===== src/rtl/idc_pkg.sv =====
// Shared definitions for the ID checker front end.
//   ID_LEN          number of characters / symbols in one national ID
//   parser_state_e  character parser state encoding
//   CH_*            ASCII codes used by the format checks
//   id_sym_t        one numeric symbol handed to the ID checker
package idc_pkg;

    localparam int ID_LEN = 10;

    typedef logic [5:0] id_sym_t;

    typedef enum logic [1:0] {
        IDLE,
        COLLECT,
        EMIT,
        GAP
    } parser_state_e;

    localparam logic [7:0] CH_A = 8'h41;
    localparam logic [7:0] CH_Z = 8'h5A;
    localparam logic [7:0] CH_0 = 8'h30;
    localparam logic [7:0] CH_9 = 8'h39;
    localparam logic [7:0] CH_1 = 8'h31;
    localparam logic [7:0] CH_2 = 8'h32;

    function automatic logic is_digit(input logic [7:0] c);
        return (c >= CH_0) && (c <= CH_9);
    endfunction

endpackage


===== src/rtl/id_letter_lut.sv =====
// Maps an ASCII uppercase letter to its national-ID area code (10..35).
//   ascii      input  8  character to translate
//   code       output 6  area code, 0 when not a letter
//   letter_ok  output 1  ascii is 'A'..'Z'
module id_letter_lut
    import idc_pkg::*;
(
    input  logic [7:0] ascii,
    output id_sym_t    code,
    output logic       letter_ok
);

    // The code assignment is not alphabetical: I, O, W, X, Y, Z were added
    // to the scheme later and received out-of-order codes.
    always_comb begin
        code      = '0;
        letter_ok = (ascii >= CH_A) && (ascii <= CH_Z);
        case (ascii)
            "A": code = 6'd10;
            "B": code = 6'd11;
            "C": code = 6'd12;
            "D": code = 6'd13;
            "E": code = 6'd14;
            "F": code = 6'd15;
            "G": code = 6'd16;
            "H": code = 6'd17;
            "I": code = 6'd34;
            "J": code = 6'd18;
            "K": code = 6'd19;
            "L": code = 6'd20;
            "M": code = 6'd21;
            "N": code = 6'd22;
            "O": code = 6'd35;
            "P": code = 6'd23;
            "Q": code = 6'd24;
            "R": code = 6'd25;
            "S": code = 6'd26;
            "T": code = 6'd27;
            "U": code = 6'd28;
            "V": code = 6'd29;
            "W": code = 6'd32;
            "X": code = 6'd30;
            "Y": code = 6'd31;
            "Z": code = 6'd33;
            default: code = '0;
        endcase
    end

endmodule


===== src/rtl/id_char_parser.sv =====
// Serial national-ID character parser feeding the ID checker.
// Checks the frame format, buffers a whole ID and replays it as one
// contiguous 10-cycle symbol burst, followed by a quiet gap.
//   clk        input  1  clock, rising edge
//   rst_n      input  1  asynchronous active-low reset
//   in_valid   input  1  in_char/in_sof valid
//   in_char    input  8  ASCII character
//   in_sof     input  1  first character of a frame
//   in_ready   output 1  character accepted when in_valid && in_ready
//   out_valid  output 1  symbol burst valid
//   out_id     output 6  letter code or digit, 0 outside a burst
//   fmt_err    output 1  one-cycle pulse per rejected frame
//
// state   | meaning
// IDLE    | waiting for a start-of-frame character
// COLLECT | storing characters 1..9 of a frame
// EMIT    | replaying the 10 buffered symbols
// GAP     | quiet time so the checker can finish and re-arm
module id_char_parser
    import idc_pkg::*;
#(
    parameter int GAP_CYCLES = 4
) (
    input  logic       clk,
    input  logic       rst_n,
    input  logic       in_valid,
    input  logic [7:0] in_char,
    input  logic       in_sof,
    output logic       in_ready,
    output logic       out_valid,
    output id_sym_t    out_id,
    output logic       fmt_err
);

    localparam int GAP_W    = (GAP_CYCLES > 0) ? $clog2(GAP_CYCLES + 1) : 1;
    localparam int GAP_LOAD = (GAP_CYCLES > 0) ? GAP_CYCLES - 1 : 0;
    localparam logic [3:0] LAST_IDX = 4'(ID_LEN - 1);

    parser_state_e state_q, state_nxt;
    logic [3:0]    cnt_q, cnt_nxt;
    logic [GAP_W-1:0] gap_q, gap_nxt;
    id_sym_t       sym_q [ID_LEN];

    logic          sym_we;
    logic [3:0]    sym_idx;
    id_sym_t       sym_val;
    logic          err_nxt;
    logic          in_ready_nxt, out_valid_nxt;
    id_sym_t       out_id_nxt;

    id_sym_t       lut_code;
    logic          letter_ok;
    logic          xfer;
    logic          pos_ok;
    id_sym_t       digit_val;

    id_letter_lut u_letter_lut (
        .ascii     (in_char),
        .code      (lut_code),
        .letter_ok (letter_ok)
    );

    assign xfer      = in_valid && in_ready;
    assign digit_val = id_sym_t'(in_char - CH_0);
    assign pos_ok    = (cnt_q == 4'd1) ? ((in_char == CH_1) || (in_char == CH_2))
                                       : is_digit(in_char);

    always_ff @(posedge clk or negedge rst_n) begin
        if (!rst_n) begin
            state_q   <= IDLE;
            cnt_q     <= '0;
            gap_q     <= '0;
            in_ready  <= 1'b0;
            out_valid <= 1'b0;
            out_id    <= '0;
            fmt_err   <= 1'b0;
            for (int i = 0; i < ID_LEN; i++) sym_q[i] <= '0;
        end else begin
            state_q   <= state_nxt;
            cnt_q     <= cnt_nxt;
            gap_q     <= gap_nxt;
            in_ready  <= in_ready_nxt;
            out_valid <= out_valid_nxt;
            out_id    <= out_id_nxt;
            fmt_err   <= err_nxt;
            if (sym_we) sym_q[sym_idx] <= sym_val;
        end
    end

    always_comb begin
        state_nxt = state_q;
        cnt_nxt   = cnt_q;
        gap_nxt   = gap_q;
        err_nxt   = 1'b0;
        sym_we    = 1'b0;
        sym_idx   = cnt_q;
        sym_val   = digit_val;
        case (state_q)
            IDLE: begin
                if (xfer && in_sof) begin
                    if (letter_ok) begin
                        state_nxt = COLLECT;
                        cnt_nxt   = 4'd1;
                        sym_we    = 1'b1;
                        sym_idx   = '0;
                        sym_val   = lut_code;
                    end else begin
                        err_nxt = 1'b1;
                    end
                end
            end
            COLLECT: begin
                if (xfer) begin
                    if (in_sof) begin
                        // Restart: the abandoned frame is reported, and the
                        // new character is judged as a fresh character 0.
                        err_nxt = 1'b1;
                        if (letter_ok) begin
                            cnt_nxt = 4'd1;
                            sym_we  = 1'b1;
                            sym_idx = '0;
                            sym_val = lut_code;
                        end else begin
                            state_nxt = IDLE;
                            cnt_nxt   = '0;
                        end
                    end else if (!pos_ok) begin
                        err_nxt   = 1'b1;
                        state_nxt = IDLE;
                        cnt_nxt   = '0;
                    end else begin
                        sym_we = 1'b1;
                        if (cnt_q == LAST_IDX) begin
                            state_nxt = EMIT;
                            cnt_nxt   = '0;
                        end else begin
                            cnt_nxt = cnt_q + 4'd1;
                        end
                    end
                end
            end
            EMIT: begin
                if (cnt_q == LAST_IDX) begin
                    cnt_nxt = '0;
                    if (GAP_CYCLES == 0) begin
                        state_nxt = IDLE;
                    end else begin
                        state_nxt = GAP;
                        gap_nxt   = GAP_W'(GAP_LOAD);
                    end
                end else begin
                    cnt_nxt = cnt_q + 4'd1;
                end
            end
            GAP: begin
                if (gap_q == '0) state_nxt = IDLE;
                else             gap_nxt   = gap_q - GAP_W'(1);
            end
            default: state_nxt = IDLE;
        endcase
    end

    // Outputs are computed from the next state so they can be registered
    // without adding a cycle of latency; during EMIT cnt_nxt is the index
    // of the symbol shown in the coming cycle.
    always_comb begin
        in_ready_nxt  = (state_nxt == IDLE) || (state_nxt == COLLECT);
        out_valid_nxt = (state_nxt == EMIT);
        out_id_nxt    = out_valid_nxt ? sym_q[cnt_nxt] : '0;
    end

endmodule

===== config.mk =====
export PLATFORM = sky130hd
export DESIGN_NAME = id_char_parser
export DESIGN_NICKNAME = d
export VERILOG_FILES = /design/src/rtl/idc_pkg.sv /design/src/rtl/id_letter_lut.sv /design/src/rtl/id_char_parser.sv
export SDC_FILE = /design/constraint.sdc
export NUM_CORES = 1
export LEC_CHECK = 0
export ABC_CLOCK_PERIOD_IN_PS = 3900
export CELL_PAD_IN_SITES_DETAIL_PLACEMENT = 1
export CELL_PAD_IN_SITES_GLOBAL_PLACEMENT = 2
export CORE_UTILIZATION = 40
export DETAILED_ROUTE_END_ITERATION = 16
export GPL_ROUTABILITY_DRIVEN = 0
export PLACE_DENSITY = 0.86
export SLEW_MARGIN = 30
export SYNTH_ARGS = -nofsm -noshare
export SYNTH_HDL_FRONTEND = slang
export SYNTH_SLANG_ARGS = --single-unit

===== constraint.sdc =====
create_clock -name clk -period 3.9 [get_ports clk]
set_clock_uncertainty 0.2 [all_clocks]
set_input_delay 0.78 -clock clk [delete_from_list [all_inputs] [get_ports clk]]
set_output_delay 0.78 -clock clk [all_outputs]
set_load 0.01 [all_outputs]

==> reports/qor.yml <==
timing:
  fmax_ghz: 0.277
  slew_headroom: 0.435
  rsz0062_at_grt: "no"
  setup_viol: 0
  setup_ws_ps: 287
  period_minus_slack_ps: 3610
  finalHoldViolations: 0
  min_period_over_period: 0.926
  worst_pin_slew_ps: 844
  drv_slew: 0
clock_network:
  cts_tree: "built"
  path_clk_slew_ps: 90
  cts-root-buf: "clkbuf_8"
  clk_latency_ps: 360
  cts_max_level: 3
  cts_resized: 0
  holdBufCountCts: 0
  clk_path_buf_depth: 2
  cts_sinks: 78
  numCtsBuffers: 9
  postCtsSetupRepairBufs: 0
pwr:
  cellLeakagePower_nw: 2.45
  max-vdd-ir-drop_mv: 0.199
  p_per_area_nw_per_um2: 374
  finalPower_mw: 1.90
synthesis:
  syn_nets: 436
  yosysWarningCount: 0
  syn_area_um2: 4350
  synth.top_cell.area_share: 0.448
  synth_cell_types: 57
  synth_area_per_cell_um2: 10.6
  yosysMostFrequentCell: "dfrtp_1"
  synth_commonest_cells: "dfrtp_1, mux2_2, nor2_1"
  synth_edf_count: 0
  synth_ff_type: "dfrtp_1"
  synthArstFlopShare: 1.00
  synthTopCellsByArea: "dfrtp_1, mux2_2, mux2i_1"
  synth-seq-cells: 78
  yosysSeqAreaShare: 0.448
  yosysTopAreaCell: "dfrtp_1"
  netlist_instances: 409
setup_path:
  cp_num_buf_inv: 3
  cpMaxStageDelayCell: "clkdlybuf4s50_1"
  critPathKind: "in2reg"
  crit_path_max_fanout: 31
  required_ps: 3940
  worstSetupEndpointType: "flop"
  cp-start-kind: "primary input"
  worst_path_dominant_cell_family: "compound AO/OA/AOI/OAI gates"
  slowest_delay_ps: 490
  crit_chain: "clkdlybuf4s50_1 -> inv_1 -> ha_1 -> nand4bb_1 -> o211a_4 -> and3_4 -> a221o_1 -> a21o_1 -> buf_12 -> mux2_4 -> and4_1 -> a31o_1"
  worstPathArrival_ps: 3660
floorplan:
  die_w_um: 106
  core_region_area_um2: 10400
  dieArea_um2: 11300
  placementRows: 37
  pin_count: 21
  die_y_um: 106
  initial_core_util: 0.418
job:
  max_cap_viol_count: 0
final_layout:
  syn_to_final_growth_pct: 16.4
  instances_no_fill: 592
  drive_gt1_frac: 0.200
  n_fill_cell: 1158
  final_nets: 478
  finalInstanceArea_um2: 5070
  post-route-util: 0.487
  diodes: 0
route:
  drt_iter0_drc: 120
  via_per_inst: 5.66
  wire_per_inst_um: 19.7
  route.vias.total: 3353
  wirelength_mm: 11.6
  drtAntennaViolNets: 0
  drcViolationCount: 0
  firstDrtPassIters: 4
global_routing:
  grt-ovfl-total: 0
  gr-usage-all-layers: 0.223
  grt_pass1_wl_mm: 19.4
  antenna_found_initial: 0
  grt_pass1_vias: 3649
  grt_max_degree: 46
placed_design:
  hpwlAfterDp_mm: 8.28
  pre_cts_ws_ps: -59.8
  placed_area_um2: 4870
  io_buffer_count: 20
  dp.cells: 576
worst_hold_path:
  hp-class: "in2async"
run_status:
  status: "complete, no violations"
-- logic make-up after synthesis --
group / Yosys count / synth area share
buffers and inverters: 34 / 0.0394
AO/OA/AOI/OAI: 95 / 0.149
AND/OR/NAND/NOR: 113 / 0.137
flip-flops: 78 / 0.448
adder cells (fa/ha/maj): 15 / 0.0431
multiplexers: 72 / 0.179
XOR/XNOR: 2 / 0.00402
-- where the power goes --
| group | switching (mW) | internal [mW] |
|---|---|---|
| registers | 0.0420 | 0.852 |
| clock network | 0.337 | 0.305 |
| logic | 0.198 | 0.163 |
| total | 0.577 | 1.32 |
-- stage by stage --
step	hold WS, ps	setup TNS (ps)
floorplan	244	0
global route	197	0
detailed placement	280	-59.8
finish	167	0
CTS	190	0
global placement	263	0
-- worst paths after layout --
check	startpoint	to	slack, ps	cells past startpoint
min in group clk	sym_q[22]	sym_q[22]	300	2
setup / recovery	in_char[0]	out_id[4]	290	12
max in group asynchronous	rst_n	sym_q[21]	2700	2
hold / removal	rst_n	fmt_err	170	1
hold reg to reg	sym_q[22]	sym_q[22]	300	2
setup reg to reg	cnt_q[0]	out_id[4]	770	9
-- area by class of cell --
type	instances	area, µm²	share of cell area
repair buffers	53	470	0.0928
well taps	136	170	0.0336
multi-input cells	297	2230	0.440
inverters	12	45.0	0.00889
flip-flops and latches	78	1950	0.385
clock inverters	7	77.6	0.0153
clock buffers	9	124	0.0244
-- flip-flops by register name, summed over array words and instances (netlist names) --
name,count
out_id,6
sym_q,60
state_q,2
gap_q,3
fmt_err,1
cnt_q,4
in_ready,1
out_valid,1
-- per-layer routing --
metal | share of wire | vias to the layer above | GRT usage | routed length (µm)
li1 | - | 1565 | - | -
met1 | 0.46 | 1735 | 0.284 | 5320
met2 | 0.51 | 41 | 0.391 | 5890
met3 | 0.024 | 12 | 0.0319 | 283
met4 | 0.012 | 0 | 0.0625 | 143
met5 | 0 | - | 0 | 0
-- worst register-to-register path: cells and delay by family, from the launching register on --
kind                     cells  cell delay [ps]
AND/OR/NAND/NOR              3              640
buffers and inverters        1              190
multiplexers                 1              340
AO/OA/AOI/OAI                3              700
flip-flops                   1              640
adder cells (fa/ha/maj)      1              320
-- layout by cell type (no fill, tap or decap), types with 3 or more instances in the layout --
| master | netlist | routed |
|---|---|---|
| mux2_1 | 13 | 13 |
| nor4b_1 | 4 | 4 |
| a21o_1 | 3 | 3 |
| and2_1 | 3 | 3 |
| dfrtp_1 | 78 | 78 |
| nand2b_1 | 5 | 5 |
| inv_6 | 0 | 3 |
| nor3_1 | 6 | 6 |
| clkbuf_8 | 0 | 9 |
| inv_1 | 12 | 12 |
| a31oi_1 | 3 | 3 |
| nand2_1 | 25 | 25 |
| mux2_2 | 31 | 31 |
| and3_1 | 4 | 4 |
| nor2b_1 | 5 | 5 |
| clkdlybuf4s50_1 | 0 | 19 |
| a32o_1 | 5 | 5 |
| mux2i_1 | 27 | 27 |
| o211ai_1 | 6 | 6 |
| o21ai_0 | 21 | 21 |
| ha_1 | 15 | 15 |
| nand3_1 | 13 | 13 |
| a22oi_1 | 14 | 14 |
| a21oi_1 | 22 | 22 |
| nor2_1 | 31 | 31 |
| o21ai_1 | 3 | 3 |
| buf_4 | 0 | 32 |
Note: power is estimated with default switching activity, not from simulation.
